==> src/rtl/hci_word_datamover_pkg.sv <==
// Shared definitions for the HCI word datamover.
// - Register offsets of the peripheral configuration port (byte address bits [8:0]).
// - Copy-engine FSM state encoding.
package hci_word_datamover_pkg;

    localparam logic [8:0] REG_TRIGGER    = 9'h000;
    localparam logic [8:0] REG_STATUS     = 9'h004;
    localparam logic [8:0] REG_SRC        = 9'h008;
    localparam logic [8:0] REG_DST        = 9'h00C;
    localparam logic [8:0] REG_LEN        = 9'h010;
    localparam logic [8:0] REG_SOFT_CLEAR = 9'h014;

    typedef enum logic [2:0] {
        IDLE,
        RD_REQ,
        RD_WAIT,
        WR_REQ,
        DONE
    } state_e;

endpackage

==> src/rtl/hci_word_datamover_regfile.sv <==
// Peripheral-side register file of the HCI word datamover.
// - Grants every request combinationally and answers one cycle later with
//   r_valid, the echoed id and read data (zero for writes and unmapped offsets).
// - Holds SRC, DST and LEN; writes to them are dropped while the engine is busy.
// - Emits single-cycle trigger / soft-clear strobes decoded from write requests.
// Ports:
//   clk_i, rst_ni            clock, asynchronous active-low reset
//   periph_*                 config port request/response
//   busy_i                   engine busy (blocks config writes, read via STATUS)
//   src_o, dst_o, len_o      programmed copy parameters
//   trigger_o, soft_clear_o  command strobes, valid in the request cycle
module hci_word_datamover_regfile
    import hci_word_datamover_pkg::*;
#(
    parameter int unsigned ID_WIDTH  = 8,
    parameter int unsigned AW        = 32,
    parameter int unsigned CNT_WIDTH = 16
) (
    input  logic                 clk_i,
    input  logic                 rst_ni,
    input  logic                 periph_req_i,
    output logic                 periph_gnt_o,
    input  logic [8:0]           periph_add_i,
    input  logic                 periph_wen_i,
    input  logic [31:0]          periph_data_i,
    input  logic [ID_WIDTH-1:0]  periph_id_i,
    output logic [31:0]          periph_r_data_o,
    output logic                 periph_r_valid_o,
    output logic [ID_WIDTH-1:0]  periph_r_id_o,
    input  logic                 busy_i,
    output logic [AW-1:0]        src_o,
    output logic [AW-1:0]        dst_o,
    output logic [CNT_WIDTH-1:0] len_o,
    output logic                 trigger_o,
    output logic                 soft_clear_o
);

    logic                 wr_en;
    logic                 rd_en;
    logic [31:0]          rd_data;
    logic [AW-1:0]        src_q;
    logic [AW-1:0]        dst_q;
    logic [CNT_WIDTH-1:0] len_q;

    assign periph_gnt_o = periph_req_i;
    assign wr_en        = periph_req_i & ~periph_wen_i;
    assign rd_en        = periph_req_i &  periph_wen_i;
    assign trigger_o    = wr_en & (periph_add_i == REG_TRIGGER);
    assign soft_clear_o = wr_en & (periph_add_i == REG_SOFT_CLEAR);

    assign src_o = src_q;
    assign dst_o = dst_q;
    assign len_o = len_q;

    always_comb begin
        rd_data = '0;
        if (rd_en) begin
            case (periph_add_i)
                REG_STATUS: rd_data = 32'(busy_i);
                REG_SRC:    rd_data = 32'(src_q);
                REG_DST:    rd_data = 32'(dst_q);
                REG_LEN:    rd_data = 32'(len_q);
                default:    rd_data = '0;
            endcase
        end
    end

    // Response pipeline: exactly one cycle behind every granted request.
    always_ff @(posedge clk_i or negedge rst_ni) begin
        if (!rst_ni) begin
            periph_r_valid_o <= 1'b0;
            periph_r_data_o  <= '0;
            periph_r_id_o    <= '0;
        end else begin
            periph_r_valid_o <= periph_req_i;
            periph_r_data_o  <= rd_data;
            if (periph_req_i) begin
                periph_r_id_o <= periph_id_i;
            end
        end
    end

    always_ff @(posedge clk_i or negedge rst_ni) begin
        if (!rst_ni) begin
            src_q <= '0;
            dst_q <= '0;
            len_q <= '0;
        end else if (soft_clear_o) begin
            src_q <= '0;
            dst_q <= '0;
            len_q <= '0;
        end else if (wr_en && !busy_i) begin
            case (periph_add_i)
                REG_SRC: src_q <= AW'(periph_data_i);
                REG_DST: dst_q <= AW'(periph_data_i);
                REG_LEN: len_q <= CNT_WIDTH'(periph_data_i);
                default: ;
            endcase
        end
    end

endmodule

==> src/rtl/hci_word_datamover.sv <==
// HCI word datamover: copies LEN words from SRC to DST over one TCDM
// initiator port, one read followed by one write per word, and pulses evt_o
// once the copy is finished.
// Ports:
//   clk_i, rst_ni     clock, asynchronous active-low reset
//   test_mode_i       no functional effect
//   evt_o             one-cycle completion pulse
//   periph_*          config port (register file, see regfile header)
//   tcdm_*            TCDM initiator port; be is all ones, r_ready is constant 1
module hci_word_datamover
    import hci_word_datamover_pkg::*;
#(
    parameter int unsigned ID_WIDTH  = 8,
    parameter int unsigned DW        = 32,
    parameter int unsigned AW        = 32,
    parameter int unsigned CNT_WIDTH = 16
) (
    input  logic                clk_i,
    input  logic                rst_ni,
    input  logic                test_mode_i,
    output logic                evt_o,
    input  logic                periph_req_i,
    output logic                periph_gnt_o,
    input  logic [31:0]         periph_add_i,
    input  logic                periph_wen_i,
    input  logic [3:0]          periph_be_i,
    input  logic [31:0]         periph_data_i,
    input  logic [ID_WIDTH-1:0] periph_id_i,
    output logic [31:0]         periph_r_data_o,
    output logic                periph_r_valid_o,
    output logic [ID_WIDTH-1:0] periph_r_id_o,
    output logic                tcdm_req_o,
    input  logic                tcdm_gnt_i,
    output logic [AW-1:0]       tcdm_add_o,
    output logic                tcdm_wen_o,
    output logic [DW-1:0]       tcdm_data_o,
    output logic [DW/8-1:0]     tcdm_be_o,
    input  logic [DW-1:0]       tcdm_r_data_i,
    input  logic                tcdm_r_valid_i,
    output logic                tcdm_r_ready_o
);

    localparam logic [AW-1:0] WORD_BYTES = AW'(DW / 8);

    state_e               state_q, state_d;
    logic [AW-1:0]        src_ptr_q;
    logic [AW-1:0]        dst_ptr_q;
    logic [CNT_WIDTH-1:0] count_q;
    logic [DW-1:0]        data_buf_q;
    logic                 evt_q;

    logic [AW-1:0]        cfg_src;
    logic [AW-1:0]        cfg_dst;
    logic [CNT_WIDTH-1:0] cfg_len;
    logic                 trigger;
    logic                 soft_clear;
    logic                 busy;

    logic                 unused_ok;
    assign unused_ok = ^{test_mode_i, periph_be_i, periph_add_i[31:9]};

    assign busy           = (state_q != IDLE);
    assign evt_o          = evt_q;
    assign tcdm_be_o      = '1;
    assign tcdm_r_ready_o = 1'b1;

    hci_word_datamover_regfile #(
        .ID_WIDTH  (ID_WIDTH),
        .AW        (AW),
        .CNT_WIDTH (CNT_WIDTH)
    ) i_regfile (
        .clk_i            (clk_i),
        .rst_ni           (rst_ni),
        .periph_req_i     (periph_req_i),
        .periph_gnt_o     (periph_gnt_o),
        .periph_add_i     (periph_add_i[8:0]),
        .periph_wen_i     (periph_wen_i),
        .periph_data_i    (periph_data_i),
        .periph_id_i      (periph_id_i),
        .periph_r_data_o  (periph_r_data_o),
        .periph_r_valid_o (periph_r_valid_o),
        .periph_r_id_o    (periph_r_id_o),
        .busy_i           (busy),
        .src_o            (cfg_src),
        .dst_o            (cfg_dst),
        .len_o            (cfg_len),
        .trigger_o        (trigger),
        .soft_clear_o     (soft_clear)
    );

    // Request outputs depend on the current state only, so they stay stable
    // for the whole cycle until the grant arrives.
    always_comb begin
        state_d     = state_q;
        tcdm_req_o  = 1'b0;
        tcdm_wen_o  = 1'b0;
        tcdm_add_o  = '0;
        tcdm_data_o = '0;
        case (state_q)
            IDLE: begin
                if (trigger) begin
                    state_d = (cfg_len == '0) ? DONE : RD_REQ;
                end
            end
            RD_REQ: begin
                tcdm_req_o = 1'b1;
                tcdm_wen_o = 1'b1;
                tcdm_add_o = src_ptr_q;
                if (tcdm_gnt_i) begin
                    state_d = RD_WAIT;
                end
            end
            RD_WAIT: begin
                if (tcdm_r_valid_i) begin
                    state_d = WR_REQ;
                end
            end
            WR_REQ: begin
                tcdm_req_o  = 1'b1;
                tcdm_wen_o  = 1'b0;
                tcdm_add_o  = dst_ptr_q;
                tcdm_data_o = data_buf_q;
                if (tcdm_gnt_i) begin
                    state_d = (count_q == CNT_WIDTH'(1)) ? DONE : RD_REQ;
                end
            end
            DONE: begin
                state_d = IDLE;
            end
            default: state_d = IDLE;
        endcase
        // Abort wins over everything; a read still in flight lands in IDLE
        // and is ignored there.
        if (soft_clear) begin
            state_d = IDLE;
        end
    end

    always_ff @(posedge clk_i or negedge rst_ni) begin
        if (!rst_ni) begin
            state_q <= IDLE;
        end else begin
            state_q <= state_d;
        end
    end

    always_ff @(posedge clk_i or negedge rst_ni) begin
        if (!rst_ni) begin
            src_ptr_q  <= '0;
            dst_ptr_q  <= '0;
            count_q    <= '0;
            data_buf_q <= '0;
            evt_q      <= 1'b0;
        end else if (soft_clear) begin
            src_ptr_q  <= '0;
            dst_ptr_q  <= '0;
            count_q    <= '0;
            data_buf_q <= '0;
            evt_q      <= 1'b0;
        end else begin
            evt_q <= (state_q == DONE);
            case (state_q)
                IDLE: begin
                    if (trigger) begin
                        src_ptr_q <= cfg_src;
                        dst_ptr_q <= cfg_dst;
                        count_q   <= cfg_len;
                    end
                end
                RD_WAIT: begin
                    if (tcdm_r_valid_i) begin
                        data_buf_q <= tcdm_r_data_i;
                    end
                end
                WR_REQ: begin
                    if (tcdm_gnt_i) begin
                        src_ptr_q <= src_ptr_q + WORD_BYTES;
                        dst_ptr_q <= dst_ptr_q + WORD_BYTES;
                        count_q   <= count_q - CNT_WIDTH'(1);
                    end
                end
                default: ;
            endcase
        end
    end

endmodule

==> config.mk <==
export PLATFORM = sky130hd
export DESIGN_NAME = hci_word_datamover
export DESIGN_NICKNAME = d
export VERILOG_FILES = /design/src/rtl/hci_word_datamover_pkg.sv /design/src/rtl/hci_word_datamover_regfile.sv /design/src/rtl/hci_word_datamover.sv
export SDC_FILE = /design/constraint.sdc
export NUM_CORES = 1
export LEC_CHECK = 0
export ABC_CLOCK_PERIOD_IN_PS = 2300
export CAP_MARGIN = 20
export CORE_MARGIN = 3
export CORE_UTILIZATION = 30
export DETAILED_ROUTE_END_ITERATION = 7
export DONT_BUFFER_PORTS = 1
export GPL_TIMING_DRIVEN = 0
export PLACE_DENSITY = 0.54
export SYNTH_ARGS = -nofsm -noshare
export SYNTH_HDL_FRONTEND = slang
export SYNTH_SLANG_ARGS = --single-unit
==> constraint.sdc <==
create_clock -name clk_i -period 2.3 [get_ports clk_i]
set_clock_uncertainty 0.2 [all_clocks]
set_input_delay 0.23 -clock clk_i [delete_from_list [all_inputs] [get_ports clk_i]]
set_output_delay 0.23 -clock clk_i [all_outputs]
set_load 0.01 [all_outputs]
* After elaboration in Yosys (flattened, before gate mapping) *
Index checks and enable logic that the tools add are counted.
W data, S select, Z words.

word-level totals
  register bits = 237
  input bits = 115
  word-level logic and storage cells = 93
  output and inout port bits = 114

operators by class
  add/sub/neg operators = 3
  bitwise operators = 5
  muxes and demuxes = 39
  equality and inequality tests = 14
  reduce and logical (&&, ||, !) cells = 20

operators with widths
  kind                     count
  $mux W32                 17
  $pmux W32 S2             3
  $pmux W32 S4             1
  $mux W16                 6
  $add A32 B3 Y32 const B  2
  $pmux W16 S2             1
  $mux W3                  7
  $eq A9 B4 Y1 const B     2
  $eq A9 B5 Y1 const B     2
  $eq A16 B1 Y1 const B    1
  $logic_not A16 Y1        1
  $sub A16 B1 Y16 const B  1
  $pmux W3 S4              1
  $reduce_bool A2 Y1       6
  $eq A9 B3 Y1 const B     1
  $logic_not A9 Y1         1
  $ne A3 B2 Y1 const B     3
  $reduce_and A2 Y1        4
  $eq A3 B2 Y1 const B     2
  $reduce_bool A3 Y1       2
  $and A1 B1 Y1            4
  $reduce_and A4 Y1        1
  $eq A3 B1 Y1 const B     1
  $eq A3 B3 Y1 const B     1
  other kinds (8)          10

* Depth between registers and ports, before layout *
  depth after elaboration = 6
  gate-level depth with buffers = 8
  depth with buffers taken out = 7

* Hierarchy *
Synthesis repeated with hierarchy kept, for this count alone.

unflattened totals
  cells, all modules = 1,375
  area, all modules = 12,420.7 um^2

by module, submodules not included
  module                      times used  seq. area each (um^2)  cells each  area an instance (um^2)
  hci_word_datamover          1           2,902.8                856         7,350.8
  hci_word_datamover_regfile  1           3,027.9                519         5,069.9

* Least setup slack after synthesis *
No wires, ideal clock.

  path kind = register to register
  start = register count_q[0]
  end = register count_q[14]
  stages on the path, launching flop included = 8
  period minus slack after synthesis = 2.325 ns
  required time = 1.973 ns
  arrival = 1.998 ns
  setup slack = -0.025 ns
  setup time = 0.127 ns
  path buffers = 0
  path through = dfrtp_1 -> inv_1 -> ha_1 -> or3b_2 -> or4_4 -> o31a_1 -> o211ai_1 -> o21ai_1

between the ends
  longest elaborated chain between the ends = 4

RTL lines
  item                      RTL line                   source
  start: declaration        hci_word_datamover.sv:48   logic [CNT_WIDTH-1:0] count_q;
  start signal: assignment  hci_word_datamover.sv:167  count_q <= cfg_len;
  start signal: assignment  hci_word_datamover.sv:179  count_q <= count_q - CNT_WIDTH'(1);
  $sub A16 B1 Y16           hci_word_datamover.sv:179
  $mux W16                  hci_word_datamover.sv:176  if (tcdm_gnt_i) begin
  $pmux W16 S2              hci_word_datamover.sv:162  case (state_q)
  $mux W16                  hci_word_datamover.sv:154  end else if (soft_clear) begin

No other way between the ends. The select of a mux whose other input is x is not followed.
A chain may end at the register's enable or synchronous reset.

* Worst setup path in the final report *
  start = register count_q[7]
  end = register count_q[14]

The elaborated chain is that of the path after synthesis.

==> results by group <==
Yosys
  • Mean post-synth cell area: 9.509 um2
  • Async SR Flop Fraction: 100.0%
  • Syn Std Cell Area: 12600 um2
  • Post-synth EDFFs: 0
  • Primary FF master, synth: dfrtp_1
  • Area leader, netlist: dfrtp_1
  • Synth Warn #: 0
  • Largest cells by area after synthesis: dfrtp_1, mux2i_1, nor2_1
  • Post-synth top cells: nor2_1, dfrtp_1, mux2i_1
  • Synth top area share: 47.07%
  • Post-Synthesis Cells: 1325
  • Distinct cells, synth: 73
  • Seq/Total Area, Yosys: 47.07%
  • Flops & latches, synth: 237
  • Most common cell in the synthesized netlist: nor2_1

GRT
  • Vias in the first global route: 11.90k
  • GR Overflow Total: 0
  • Gr usage total: 23.31%
  • Global-route wire length before repair: 78760 um
  • Initial antenna violation count: 0
  • Largest net degree at the start of global routing: 238

Critical path
  • CP startpoint kind: register
  • Crit. End Element: register
  • CP max stage cell: or4_4
  • Critical path type: register to register
  • CP peak stage delay: 0.58 ns
  • Critical Path Fanout Max: 4
  • Crit-path most repeated cell: or4_4
  • Crit-path cells: or4_4, or4_4, o31a_1, o211ai_1, o21ai_1
  • Crit path DAT: 2.62 ns
  • Worst path required time: 2.57 ns

Power
  • Pwr dens: 912.2 nW/um2
  • Psw: 5.475 mW
  • Worst ir drop on vdd: 0.4569 mV
  • Total Power: 15.13 mW
  • Logic pwr share: 31.5%
  • Leak Pwr: 6.701 nW
  • Internal: 9.655 mW
  • Clk pwr share: 31.3%
  • Seq pwr share: 37.2%
  • Sw frac: 36.18%

CTS
  • CTS tree: yes
  • Root buffer cell: clkbuf_16
  • Cts hold-fix bufs: 93
  • Clock Sink Count: 237
  • H-tree levels: 1
  • Clock Latency Late Sink: 0.58 ns
  • Clock buffer depth: 3
  • Clock slew at the register clock pins of the worst setup and hold paths: 0.06 ns
  • Num CTS Buffers: 29

Placement
  • Post-DP Area: 13300 um2
  • Dpl cells: 1862
  • Hpwl dp: 36900 um
  • Gpl congestion: 0.9349
  • Port Buf Inserts: 0
  • Post-Place Setup Slack: -0.9423 ns

STA
  • WHS: -0.8649 ns
  • FMAX: 425.1 MHz
  • Max-slew violations: 0
  • Crit share post-route: 102.3%
  • Worst slew pin tran: 0.7991 ns
  • Final hold vios: 237
  • Setup ws final: -0.05230 ns
  • Max-slew headroom: 46.58%
  • RSZ-0062 raised after global routing: true
  • Final setup violation count: 42
  • Minimum clock period: 2.352 ns

Die
  • Std cell rows: 74
  • Initial core utilization: 30.58%
  • CORE AREA: 41200 um2
  • Die height: 210.9 um
  • # IOs: 229
  • Die area: 44490 um2
  • Die X: 210.9 um

Outcome
  • Outcome: complete, but fails checks
  • Failing checks: negative hold slack, negative setup slack

Layout
  • Diodes inserted: 0
  • P&R area growth vs syn: 31.64%
  • Share of cells above drive strength 1: 23.28%
  • Non-filler instance count after layout: 2048
  • # nets final: 1615
  • # fillers: 3985
  • Post-route cell area: 16590 um2

Routing
  • DRC: 0
  • Drt total wl: 53610 um
  • Drt first pass iters: 6
  • DR iter-0 viols: 1384
  • Vias per cell: 5.858
  • Post-DRT Antenna Nets: 0
  • Via count: 12.00k
  • WL/cell: 26.17 um

Min path
  • Worst min path class: input port to async pin

Job
  • Max-Cap Viols: 0
## sequential cells by signal (all words and copies together) (netlist names)
| signal | flops |
|---|---|
| count_q | 16 |
| data_buf_q | 32 |
| dst_ptr_q | 32 |
| evt_o | 1 |
| i_regfile.dst_o | 32 |
| i_regfile.len_o | 16 |
| i_regfile.periph_r_data_o | 32 |
| i_regfile.periph_r_id_o | 8 |
| i_regfile.periph_r_valid_o | 1 |
| i_regfile.src_o | 32 |
| src_ptr_q | 32 |
| state_q | 3 |
## area by class of cell
type                            instances  area [um2]  area share (%)
Sequential cell                       237        5951           35.88
Clock inverter                         12       161.4          0.9731
Multi-Input combinational cell        966        6750           40.70
Inverter                                9       33.78          0.2037
Buffer                                105       824.5           4.971
Clock buffer                           39       803.3           4.843
Tap cell                              532       665.6           4.013
Timing Repair Buffer                  148        1396           8.419
## power groups by stage
stage	logic, mW	clock network, mW	registers, mW
floorplan	2.46	0	5.34
global placement	3.46	0	5.52
detailed placement	3.53	0	5.55
CTS	4.39	4.83	5.54
global route	5.07	5.01	5.70
finish	4.76	4.74	5.62
## worst max-delay path, delay by kind of cell (launching register included)
family	cells	cell delay [ns]
AOI/OAI and AO/OA	3	0.49
DFF	1	0.40
and+or+nand+nor	2	1.15
## layer usage
layer | up-vias | part of all wire (%) | GRT usage [%]
met5 | - | 0 | 0
met4 | 0 | 5.1 | 10.39
met3 | 149 | 9.1 | 5.406
met2 | 684 | 46 | 37.13
met1 | 6007 | 40 | 30.39
li1 | 5158 | - | -
## metrics by stage
stage	TNS [ns]	hold WS, ns	util, %
2_1_floorplan	0	-0.2656	-
6_report	-1.019	-0.8649	40.26
3_3_place_gp	-144.52	-0.2598	32.24
3_5_place_dp	-130.27	-0.2586	32.29
5_1_grt	-3.518	-0.8891	40.26
4_1_cts	-14.59	-0.8867	38.96
## timing repair
action,in CTS,in global routing
endpoints found under the setup margin,251,236
resized for setup,233,96
cloned,0,3
setup buffers,26,26
endpoints found under the hold margin,365,237
pin swaps,9,35
## worst paths after layout
kind                                      start                    endpoint  slack (ns)  depth (start not counted)
min in group clk_i              periph_add_i[3]               dst_ptr_q[11]        0.03                          3
worst min-delay path                     rst_ni  i_regfile.periph_r_id_o[6]       -0.86                          0
max in group asynchronous                rst_ni                dst_ptr_q[5]        2.36                          0
worst max register to register       count_q[7]                 count_q[14]       -0.05                          5
worst min register to register     src_ptr_q[0]                src_ptr_q[0]        0.32                          2
worst max-delay path                 count_q[7]                 count_q[14]       -0.05                          5
## cell usage in the layout (no fill, tap or decap), drive strengths merged, types with 13 or more instances in the layout
cell / instances
nor4: 17
nor2: 244
a21oi: 65
a22oi: 26
and3: 13
a211oi: 15
mux2i: 146
nand3: 34
and2: 37
buf: 111
nand4: 18
dfrtp: 237
a222oi: 16
dlygate4sd3: 93
o21ai: 40
clkbuf: 88
nor3: 25
o22ai: 17
o31ai: 16
nand2: 81
## cell families after synthesis
kind of cell	share of synthesized area (%)
other	0.02976
buffers and inverters	4.677
and+or+nand+nor	20.24
muxes	12.40
AOI/OAI and AO/OA	15.04
DFF	47.07
adders and majority gates	0.3972
xor gates and xnor gates	0.1391
No activity file was read; power rests on OpenSTA's default activity.
